==> src/rtl/csr_trap_unit_mw_if.sv <==
// Memory/writeback-stage bundle between the controller pipeline register and csr_trap_unit_mw.
// The master drives the MW-registered control; the slave returns read data and the PC redirect.
interface csr_trap_unit_mw_if #(
  parameter int XLEN = 32
);
  logic            stall_MW;
  logic            instr_valid_MW;
  logic            csr_reg_wr_MW;
  logic            csr_reg_rd_MW;
  logic            is_mretMW;
  logic [11:0]     csr_addr_MW;
  logic [XLEN-1:0] csr_wdata_MW;
  logic [XLEN-1:0] pc_next_MW;
  logic [XLEN-1:0] csr_rdata;
  logic            epc_taken;
  logic [XLEN-1:0] epc;

  modport master (
    output stall_MW, instr_valid_MW, csr_reg_wr_MW, csr_reg_rd_MW, is_mretMW,
           csr_addr_MW, csr_wdata_MW, pc_next_MW,
    input  csr_rdata, epc_taken, epc
  );

  modport slave (
    input  stall_MW, instr_valid_MW, csr_reg_wr_MW, csr_reg_rd_MW, is_mretMW,
           csr_addr_MW, csr_wdata_MW, pc_next_MW,
    output csr_rdata, epc_taken, epc
  );
endinterface

==> src/rtl/csr_trap_unit_mw.sv <==
// Machine-mode CSR file and trap/mret sequencer at MW retirement, with a registered PC redirect.
// Optional 64-bit mcycle/minstret counters are built only when CSR_COUNTERS_EN is defined.
module csr_trap_unit_mw #(
  parameter int              XLEN        = 32,
  parameter logic [XLEN-1:0] MTVEC_RESET = '0
) (
  input  logic                 clk,
  input  logic                 reset,
  input  logic                 timer_intr,
  input  logic                 ext_intr,
  csr_trap_unit_mw_if.slave    mw
);

  typedef enum logic [1:0] {ST_RUN, ST_TRAP, ST_MRET} state_e;

  state_e          state_q, state_d;
  logic            mstatus_mie_q, mstatus_mie_d;
  logic            mstatus_mpie_q, mstatus_mpie_d;
  logic            mie_mtie_q, mie_mtie_d;
  logic            mie_meie_q, mie_meie_d;
  logic            mip_mtip_q, mip_mtip_d;
  logic            mip_meip_q, mip_meip_d;
  logic [XLEN-1:0] mtvec_q, mtvec_d;
  logic [XLEN-1:0] mepc_q, mepc_d;
  logic [XLEN-1:0] mcause_q, mcause_d;
  logic            epc_taken_q, epc_taken_d;
  logic [XLEN-1:0] epc_q, epc_d;
`ifdef CSR_COUNTERS_EN
  logic [2*XLEN-1:0] mcycle_q, mcycle_d;
  logic [2*XLEN-1:0] minstret_q, minstret_d;
`endif

  logic            retire;
  logic            irq_ext, irq_tmr;
  logic            take_trap, take_mret;
  logic [4:0]      cause_code;
  logic [XLEN-1:0] trap_target;
  logic [XLEN-1:0] rdata;

  assign retire     = mw.instr_valid_MW & ~mw.stall_MW & (state_q == ST_RUN);
  assign irq_ext    = mip_meip_q & mie_meie_q;
  assign irq_tmr    = mip_mtip_q & mie_mtie_q;
  assign take_mret  = retire & mw.is_mretMW;
  assign take_trap  = retire & ~mw.is_mretMW & mstatus_mie_q & (irq_ext | irq_tmr);
  assign cause_code = irq_ext ? 5'd11 : 5'd7;
  // Vectored mode offsets the base by 4*cause; the sum wraps at XLEN bits.
  assign trap_target = (mtvec_q & ~XLEN'(3))
                     + ((mtvec_q[1:0] == 2'b01) ? XLEN'({cause_code, 2'b00}) : '0);

  // Read path reflects the pre-write state of the current cycle.
  always_comb begin
    rdata = '0;
    if (mw.csr_reg_rd_MW) begin
      case (mw.csr_addr_MW)
        12'h300: rdata = XLEN'({mstatus_mpie_q, 3'b000, mstatus_mie_q, 3'b000});
        12'h304: rdata = XLEN'({mie_meie_q, 3'b000, mie_mtie_q, 7'b0000000});
        12'h305: rdata = mtvec_q;
        12'h341: rdata = mepc_q;
        12'h342: rdata = mcause_q;
        12'h344: rdata = XLEN'({mip_meip_q, 3'b000, mip_mtip_q, 7'b0000000});
`ifdef CSR_COUNTERS_EN
        12'hB00: rdata = mcycle_q[XLEN-1:0];
        12'hB80: rdata = mcycle_q[2*XLEN-1:XLEN];
        12'hB02: rdata = minstret_q[XLEN-1:0];
        12'hB82: rdata = minstret_q[2*XLEN-1:XLEN];
`endif
        default: rdata = '0;
      endcase
    end
  end

  assign mw.csr_rdata = rdata;
  assign mw.epc_taken = epc_taken_q;
  assign mw.epc       = epc_q;

  // NOTE: every _d gets its hold value first so no path through this block can infer a latch.
  always_comb begin
    state_d        = state_q;
    mstatus_mie_d  = mstatus_mie_q;
    mstatus_mpie_d = mstatus_mpie_q;
    mie_mtie_d     = mie_mtie_q;
    mie_meie_d     = mie_meie_q;
    mip_mtip_d     = timer_intr;
    mip_meip_d     = ext_intr;
    mtvec_d        = mtvec_q;
    mepc_d         = mepc_q;
    mcause_d       = mcause_q;
    epc_taken_d    = take_trap | take_mret;
    epc_d          = epc_q;
`ifdef CSR_COUNTERS_EN
    mcycle_d       = mcycle_q + 1'b1;
    minstret_d     = minstret_q + {{(2*XLEN-1){1'b0}}, retire};
`endif

    if (retire && mw.csr_reg_wr_MW) begin
      case (mw.csr_addr_MW)
        12'h300: begin
          mstatus_mie_d  = mw.csr_wdata_MW[3];
          mstatus_mpie_d = mw.csr_wdata_MW[7];
        end
        12'h304: begin
          mie_mtie_d = mw.csr_wdata_MW[7];
          mie_meie_d = mw.csr_wdata_MW[11];
        end
        12'h305: mtvec_d  = mw.csr_wdata_MW;
        12'h341: mepc_d   = mw.csr_wdata_MW & ~XLEN'(3);
        12'h342: mcause_d = mw.csr_wdata_MW;
`ifdef CSR_COUNTERS_EN
        12'hB00: mcycle_d[XLEN-1:0]        = mw.csr_wdata_MW;
        12'hB80: mcycle_d[2*XLEN-1:XLEN]   = mw.csr_wdata_MW;
        12'hB02: minstret_d[XLEN-1:0]      = mw.csr_wdata_MW;
        12'hB82: minstret_d[2*XLEN-1:XLEN] = mw.csr_wdata_MW;
`endif
        default: ;
      endcase
    end

    // Trap and mret updates land after the CSR write and use only pre-write state.
    if (take_mret) begin
      mstatus_mie_d  = mstatus_mpie_q;
      mstatus_mpie_d = 1'b1;
      epc_d          = mepc_q;
    end else if (take_trap) begin
      mepc_d         = mw.pc_next_MW & ~XLEN'(3);
      mstatus_mpie_d = mstatus_mie_q;
      mstatus_mie_d  = 1'b0;
      mcause_d       = {1'b1, {(XLEN-6){1'b0}}, cause_code};
      epc_d          = trap_target;
    end

    case (state_q)
      ST_RUN: begin
        if (take_mret)      state_d = ST_MRET;
        else if (take_trap) state_d = ST_TRAP;
      end
      ST_TRAP, ST_MRET: state_d = ST_RUN;
      default:          state_d = ST_RUN;
    endcase
  end

  // NOTE: state flops use non-blocking assignment so every flop samples pre-edge values.
  always_ff @(posedge clk or negedge reset) begin
    if (!reset) begin
      state_q        <= ST_RUN;
      mstatus_mie_q  <= 1'b0;
      mstatus_mpie_q <= 1'b0;
      mie_mtie_q     <= 1'b0;
      mie_meie_q     <= 1'b0;
      mip_mtip_q     <= 1'b0;
      mip_meip_q     <= 1'b0;
      mtvec_q        <= MTVEC_RESET;
      mepc_q         <= '0;
      mcause_q       <= '0;
      epc_taken_q    <= 1'b0;
      epc_q          <= '0;
`ifdef CSR_COUNTERS_EN
      mcycle_q       <= '0;
      minstret_q     <= '0;
`endif
    end else begin
      state_q        <= state_d;
      mstatus_mie_q  <= mstatus_mie_d;
      mstatus_mpie_q <= mstatus_mpie_d;
      mie_mtie_q     <= mie_mtie_d;
      mie_meie_q     <= mie_meie_d;
      mip_mtip_q     <= mip_mtip_d;
      mip_meip_q     <= mip_meip_d;
      mtvec_q        <= mtvec_d;
      mepc_q         <= mepc_d;
      mcause_q       <= mcause_d;
      epc_taken_q    <= epc_taken_d;
      epc_q          <= epc_d;
`ifdef CSR_COUNTERS_EN
      mcycle_q       <= mcycle_d;
      minstret_q     <= minstret_d;
`endif
    end
  end

endmodule

==> src/flat_wrapper.sv <==
// flat-port wrapper written by rule: the top's interface ports become plain ports
module csr_trap_unit_mw_flat 
#(
  parameter int              XLEN        = 32,
  parameter logic [XLEN-1:0] MTVEC_RESET = '0
)
  (clk, reset, timer_intr, ext_intr, mw_stall_MW, mw_instr_valid_MW, mw_csr_reg_wr_MW, mw_csr_reg_rd_MW, mw_is_mretMW, mw_csr_addr_MW, mw_csr_wdata_MW, mw_pc_next_MW, mw_csr_rdata, mw_epc_taken, mw_epc);
  csr_trap_unit_mw_if #(.XLEN(XLEN)) mw_i ();
  input  logic clk;
  input  logic reset;
  input  logic timer_intr;
  input  logic ext_intr;
  input wire logic [$bits(mw_i.stall_MW)-1:0] mw_stall_MW;
  input wire logic [$bits(mw_i.instr_valid_MW)-1:0] mw_instr_valid_MW;
  input wire logic [$bits(mw_i.csr_reg_wr_MW)-1:0] mw_csr_reg_wr_MW;
  input wire logic [$bits(mw_i.csr_reg_rd_MW)-1:0] mw_csr_reg_rd_MW;
  input wire logic [$bits(mw_i.is_mretMW)-1:0] mw_is_mretMW;
  input wire logic [$bits(mw_i.csr_addr_MW)-1:0] mw_csr_addr_MW;
  input wire logic [$bits(mw_i.csr_wdata_MW)-1:0] mw_csr_wdata_MW;
  input wire logic [$bits(mw_i.pc_next_MW)-1:0] mw_pc_next_MW;
  output wire logic [$bits(mw_i.csr_rdata)-1:0] mw_csr_rdata;
  output wire logic [$bits(mw_i.epc_taken)-1:0] mw_epc_taken;
  output wire logic [$bits(mw_i.epc)-1:0] mw_epc;
  assign mw_i.stall_MW = mw_stall_MW;
  assign mw_i.instr_valid_MW = mw_instr_valid_MW;
  assign mw_i.csr_reg_wr_MW = mw_csr_reg_wr_MW;
  assign mw_i.csr_reg_rd_MW = mw_csr_reg_rd_MW;
  assign mw_i.is_mretMW = mw_is_mretMW;
  assign mw_i.csr_addr_MW = mw_csr_addr_MW;
  assign mw_i.csr_wdata_MW = mw_csr_wdata_MW;
  assign mw_i.pc_next_MW = mw_pc_next_MW;
  assign mw_csr_rdata = mw_i.csr_rdata;
  assign mw_epc_taken = mw_i.epc_taken;
  assign mw_epc = mw_i.epc;
  csr_trap_unit_mw #(.XLEN(XLEN), .MTVEC_RESET(MTVEC_RESET)) u_core (.clk(clk), .reset(reset), .timer_intr(timer_intr), .ext_intr(ext_intr), .mw(mw_i));
endmodule
==> config.mk <==
export PLATFORM = sky130hd
export DESIGN_NAME = csr_trap_unit_mw_flat
export DESIGN_NICKNAME = d
export VERILOG_FILES = /design/src/rtl/csr_trap_unit_mw_if.sv /design/src/rtl/csr_trap_unit_mw.sv /design/src/flat_wrapper.sv
export SDC_FILE = /design/constraint.sdc
export NUM_CORES = 1
export LEC_CHECK = 0
export ABC_AREA = 1
export CAP_MARGIN = 10
export CORE_MARGIN = 1
export CORE_UTILIZATION = 30
export DETAILED_ROUTE_END_ITERATION = 16
export PLACE_DENSITY = 0.52
export RECOVER_POWER = 25
export SYNTH_ARGS = -nofsm -noshare
export SYNTH_HDL_FRONTEND = slang
export SYNTH_SLANG_ARGS = --single-unit
==> constraint.sdc <==
create_clock -name clk -period 6.85 [get_ports clk]
set_input_delay 0.685 -clock clk [delete_from_list [all_inputs] [get_ports clk]]
set_output_delay 0.685 -clock clk [all_outputs]
set_load 0.02 [all_outputs]
==> results by group <==
STA
  • Unrepaired setup endpoints after global routing: no
  • Pin slew with the least headroom to its limit: 1.214 ns
  • Achievable frequency: 0.2265 GHz
  • Maximum clock skew at final layout: 0.009444 ns
  • Final period utilization: 64.45%
  • Final critical path time including I/O delays and setup: 4.415 ns
  • Total count of max-transition violations in the final report: 0
  • Final-report hold violation count: 0
  • Relative max-transition margin: 19.01%
  • Setup Viol. Count Final: 0
  • Setup TNS Final: 0 ns

Final layout
  • Ant. Diodes: 0
  • Finished layout cell area: 10480 um^2
  • Finished Layout Cells: 1685
  • Share of cells above drive strength 1: 7.515%
  • Area added between synthesis and finish: 27.63%
  • Final-stage net count: 1421
  • Number of inserted filler cells in the final layout: 2907

Worst setup path
  • Slowest Stage Delay on Critical Path: 0.64 ns
  • Signal arrival time at the worst endpoint: 3.73 ns
  • Data required, critical path: 6.16 ns
  • Flop2flop setup slack: 3.83 ns
  • Crit path max fanout: 24
  • Gate family responsible for the most delay along the worst path: buffers and inverters
  • Start-to-end type of the worst setup path: in -> out
  • Crit path buffers/inverters: 4
  • Nature of the critical path startpoint: input pin
  • Type of destination of the critical path: primary output
  • Worst path cell trace: clkdlybuf4s50_1, nor2_1, nand3_1, inv_2, nand3_2, nand3_1, o21ai_2, buf_4, nor2_1, clkdlybuf4s50_1
  • Slowest-stage cell, CP: sky130_fd_sc_hd__clkdlybuf4s50_1

CTS
  • Clock transition at the registers of the reported paths: 0.06 ns
  • Count of H-tree levels built during CTS: 4
  • Cts hold-fix bufs: 0
  • CTS tree: built
  • Max Buffers Root-to-Sink: 2
  • Number of clock sinks seen by CTS: 137
  • Clock latency on the worst-skew pair: 0.42 ns
  • TritonCTS buffer count: 17
  • Clk Tree Root Cell: sky130_fd_sc_hd__clkbuf_16
  • Number of resized instances in the post-cts repair step: 0
  • Number of buffers inserted to repair setup after CTS: 0

Drt
  • Total routed wire length on the met1 layer: 14220 um
  • Via count: 7986
  • DR DRC count: 0
  • Metal2 WL: 13300 um
  • Number of design-rule violations left by the first detailed-router iteration: 619
  • Uppermost metal layer occupied by signal nets: met4
  • First-pass detailed-route iteration total: 5
  • Met3 routed WL: 1337 um
  • Routed Antenna Nets: 0
  • Ratio of routed vias to standard cells: 4.739
  • Routed WL: 29330 um
  • Routed WL per cell: 17.41 um

Hold path
  • Worst min-delay path class: in -> async

Floorplanning
  • Total die area: 28050 um^2
  • Core region area: 26880 um^2
  • Vertical die dimension: 167.5 um
  • Die W: 167.5 um
  • Initial core utilization: 30.56%
  • Total I/O pin count: 150
  • Number of placement rows: 60

Synth
  • Cell type with the highest aggregate area in the netlist: sky130_fd_sc_hd__dfrtp_1
  • Area contributors post-synth: sky130_fd_sc_hd__dfrtp_1 (42%), sky130_fd_sc_hd__nand2_1 (19%), sky130_fd_sc_hd__nor2_1 (8.3%), sky130_fd_sc_hd__inv_1 (6.4%), sky130_fd_sc_hd__nand3_1 (5.8%)
  • Sequential area share after synthesis: 41.74%
  • Combined area of all synthesized cells: 8214 um^2
  • Synth warnings: 0
  • Library cells used by synthesis: 33
  • Gate Count Post-Synth: 1207
  • Register bit total from synthesis: 137
  • Post-Synthesis Net Count: 1297
  • Mean post-synth cell area: 6.805 um^2
  • Area share of the largest cell type after synthesis: 41.74%

Pwr
  • IR Drop Worst-Case VDD: 0.1293 mV
  • Cell area power density: 192.5 nW/um^2
  • Total power draw: 0.002018 W
  • Leakage power of the design: 4.891 nW

Status
  • Result of the run: finished, final reports clean

Placed design
  • Placed cell count: 1653
  • Number of input and output port buffers inserted: 147
  • Final Wtd Congestion: 0.8886
  • Hpwl dp: 20730 um
  • Post-DP Area: 9874 um^2

GRT
  • Maximum number of pins on one net before global-route repair: 89
  • Total GRT Usage: 21.64%
  • Wire length of the first global-routing pass: 45600 um
  • Via count of the first global-routing pass: 7841
  • GRT Residual Overflow: 0
  • Initial antenna violation count: 0

Job
  • Max-cap violations: 0
## flip-flops by register name, indices dropped and copies added (netlist names)
name                   count
u_core.mie_mtie_q          1
u_core.mie_meie_q          1
u_core.mstatus_mie_q       1
u_core.state_q             2
u_core.mcause_q           32
u_core.mw.epc_taken        1
u_core.mip_mtip_q          1
u_core.mepc_q             32
u_core.mtvec_q            32
u_core.mw.epc             32
u_core.mip_meip_q          1
u_core.mstatus_mpie_q      1
## final timing paths
| kind | startpoint | endpoint | depth (start not counted) |
|---|---|---|---|
| worst max-delay path | mw_csr_addr_MW[5] | mw_csr_rdata[15] | 10 |
| worst min-delay path | reset | u_core.mstatus_mpie_q | 1 |
| worst max register to register | u_core.mtvec_q[1] | u_core.mw.epc[18] | 12 |
| worst min register to register | u_core.mw.epc[2] | u_core.mw.epc[2] | 2 |
| max in group asynchronous | reset | u_core.mtvec_q[19] | 2 |
| min in group clk | u_core.mw.epc[2] | u_core.mw.epc[2] | 2 |
## per-stage QoR
step | hold slack (ns) | setup WS (ns) | utilization (%)
detailed placement | 0.4701 | 2.448 | 36.74
floorplan | 0.3894 | 4.299 | -
CTS | 0.3789 | 2.435 | 39.01
global placement | 0.4690 | 2.471 | 36.74
finish | 0.3238 | 2.435 | 39.01
global route | 0.3897 | 2.281 | 39.01
## logic make-up (layout without fill, tap and decap cells)
family / count (synthesis) / in the layout / share of synthesized area, %
buffers and inverters: 192 / 329 / 10.13
adder cells (fa/ha/maj): 5 / 5 / 0.8530
AO/OA/AOI/OAI: 134 / 134 / 9.962
XOR/XNOR: 5 / 5 / 0.5331
flip-flops: 137 / 137 / 41.74
AND/OR/NAND/NOR: 734 / 734 / 36.79
## per-layer routing
| layer | vias to the layer above | global-route usage [%] |
|---|---|---|
| met5 | - | 0 |
| met2 | 231 | 34.09 |
| li1 | 3986 | - |
| met4 | 0 | 5.784 |
| met1 | 3741 | 30.77 |
| met3 | 28 | 3.309 |
## cells in the mapped netlist
cell                       number
sky130_fd_sc_hd__a21oi_1       11
sky130_fd_sc_hd__a22oi_1        1
sky130_fd_sc_hd__buf_1          2
sky130_fd_sc_hd__buf_2         16
sky130_fd_sc_hd__buf_4          4
sky130_fd_sc_hd__buf_6         10
sky130_fd_sc_hd__clkbuf_1      15
sky130_fd_sc_hd__clkinv_1       2
sky130_fd_sc_hd__clkinv_2       1
sky130_fd_sc_hd__dfrtp_1      137
sky130_fd_sc_hd__fa_1           1
sky130_fd_sc_hd__ha_1           4
sky130_fd_sc_hd__inv_1        140
sky130_fd_sc_hd__inv_2          2
sky130_fd_sc_hd__nand2_1      418
sky130_fd_sc_hd__nand2_2        3
sky130_fd_sc_hd__nand2_4        1
sky130_fd_sc_hd__nand3_1       96
sky130_fd_sc_hd__nand3_2        2
sky130_fd_sc_hd__nand3_4        1
sky130_fd_sc_hd__nand3b_1       5
sky130_fd_sc_hd__nand4_1        4
sky130_fd_sc_hd__nor2_1       182
sky130_fd_sc_hd__nor2_2        14
sky130_fd_sc_hd__nor2_4         5
sky130_fd_sc_hd__nor3_1         3
sky130_fd_sc_hd__o211ai_1       5
sky130_fd_sc_hd__o21ai_0       71
sky130_fd_sc_hd__o21ai_1       10
sky130_fd_sc_hd__o21ai_2       34
sky130_fd_sc_hd__o221ai_1       1
sky130_fd_sc_hd__o22ai_1        1
sky130_fd_sc_hd__xor2_1         5
## placed cells by master (no fill, tap or decap), types with 2 or more instances in the layout
master	n
sky130_fd_sc_hd__a21oi_1	11
sky130_fd_sc_hd__buf_4	5
sky130_fd_sc_hd__bufinv_16	3
sky130_fd_sc_hd__clkbuf_1	4
sky130_fd_sc_hd__clkbuf_16	17
sky130_fd_sc_hd__clkbuf_8	4
sky130_fd_sc_hd__clkdlybuf4s50_1	144
sky130_fd_sc_hd__clkinv_2	4
sky130_fd_sc_hd__dfrtp_1	137
sky130_fd_sc_hd__dlygate4sd3_1	2
sky130_fd_sc_hd__ha_1	4
sky130_fd_sc_hd__inv_1	140
sky130_fd_sc_hd__inv_2	3
sky130_fd_sc_hd__nand2_1	417
sky130_fd_sc_hd__nand2_2	4
sky130_fd_sc_hd__nand3_1	95
sky130_fd_sc_hd__nand3_2	3
sky130_fd_sc_hd__nand3b_1	5
sky130_fd_sc_hd__nand4_1	4
sky130_fd_sc_hd__nor2_1	181
sky130_fd_sc_hd__nor2_2	15
sky130_fd_sc_hd__nor2_4	5
sky130_fd_sc_hd__nor3_1	3
sky130_fd_sc_hd__o211ai_1	5
sky130_fd_sc_hd__o21ai_0	71
sky130_fd_sc_hd__o21ai_1	10
sky130_fd_sc_hd__o21ai_2	34
sky130_fd_sc_hd__xor2_1	5
## final cells by class
class | count | area, um^2 | share of cell area [%]
multi-input cells | 878 | 3964 | 37.81
flip-flops and latches | 137 | 3428 | 32.70
repair buffers | 152 | 1510 | 14.41
inverters | 145 | 545.5 | 5.203
clock buffers | 25 | 495.5 | 4.726
well taps | 341 | 426.7 | 4.070
clock inverters | 7 | 113.9 | 1.086
## power by group
| group | switching [W] | leakage, nW | internal [W] |
|---|---|---|---|
| clock | 0.000355 | 0.301 | 0.000611 |
| sequential | 0.0000154 | 1.72 | 0.000834 |
| combinational | 0.000106 | 2.87 | 0.0000960 |
Power figures use the tool's default switching activity.
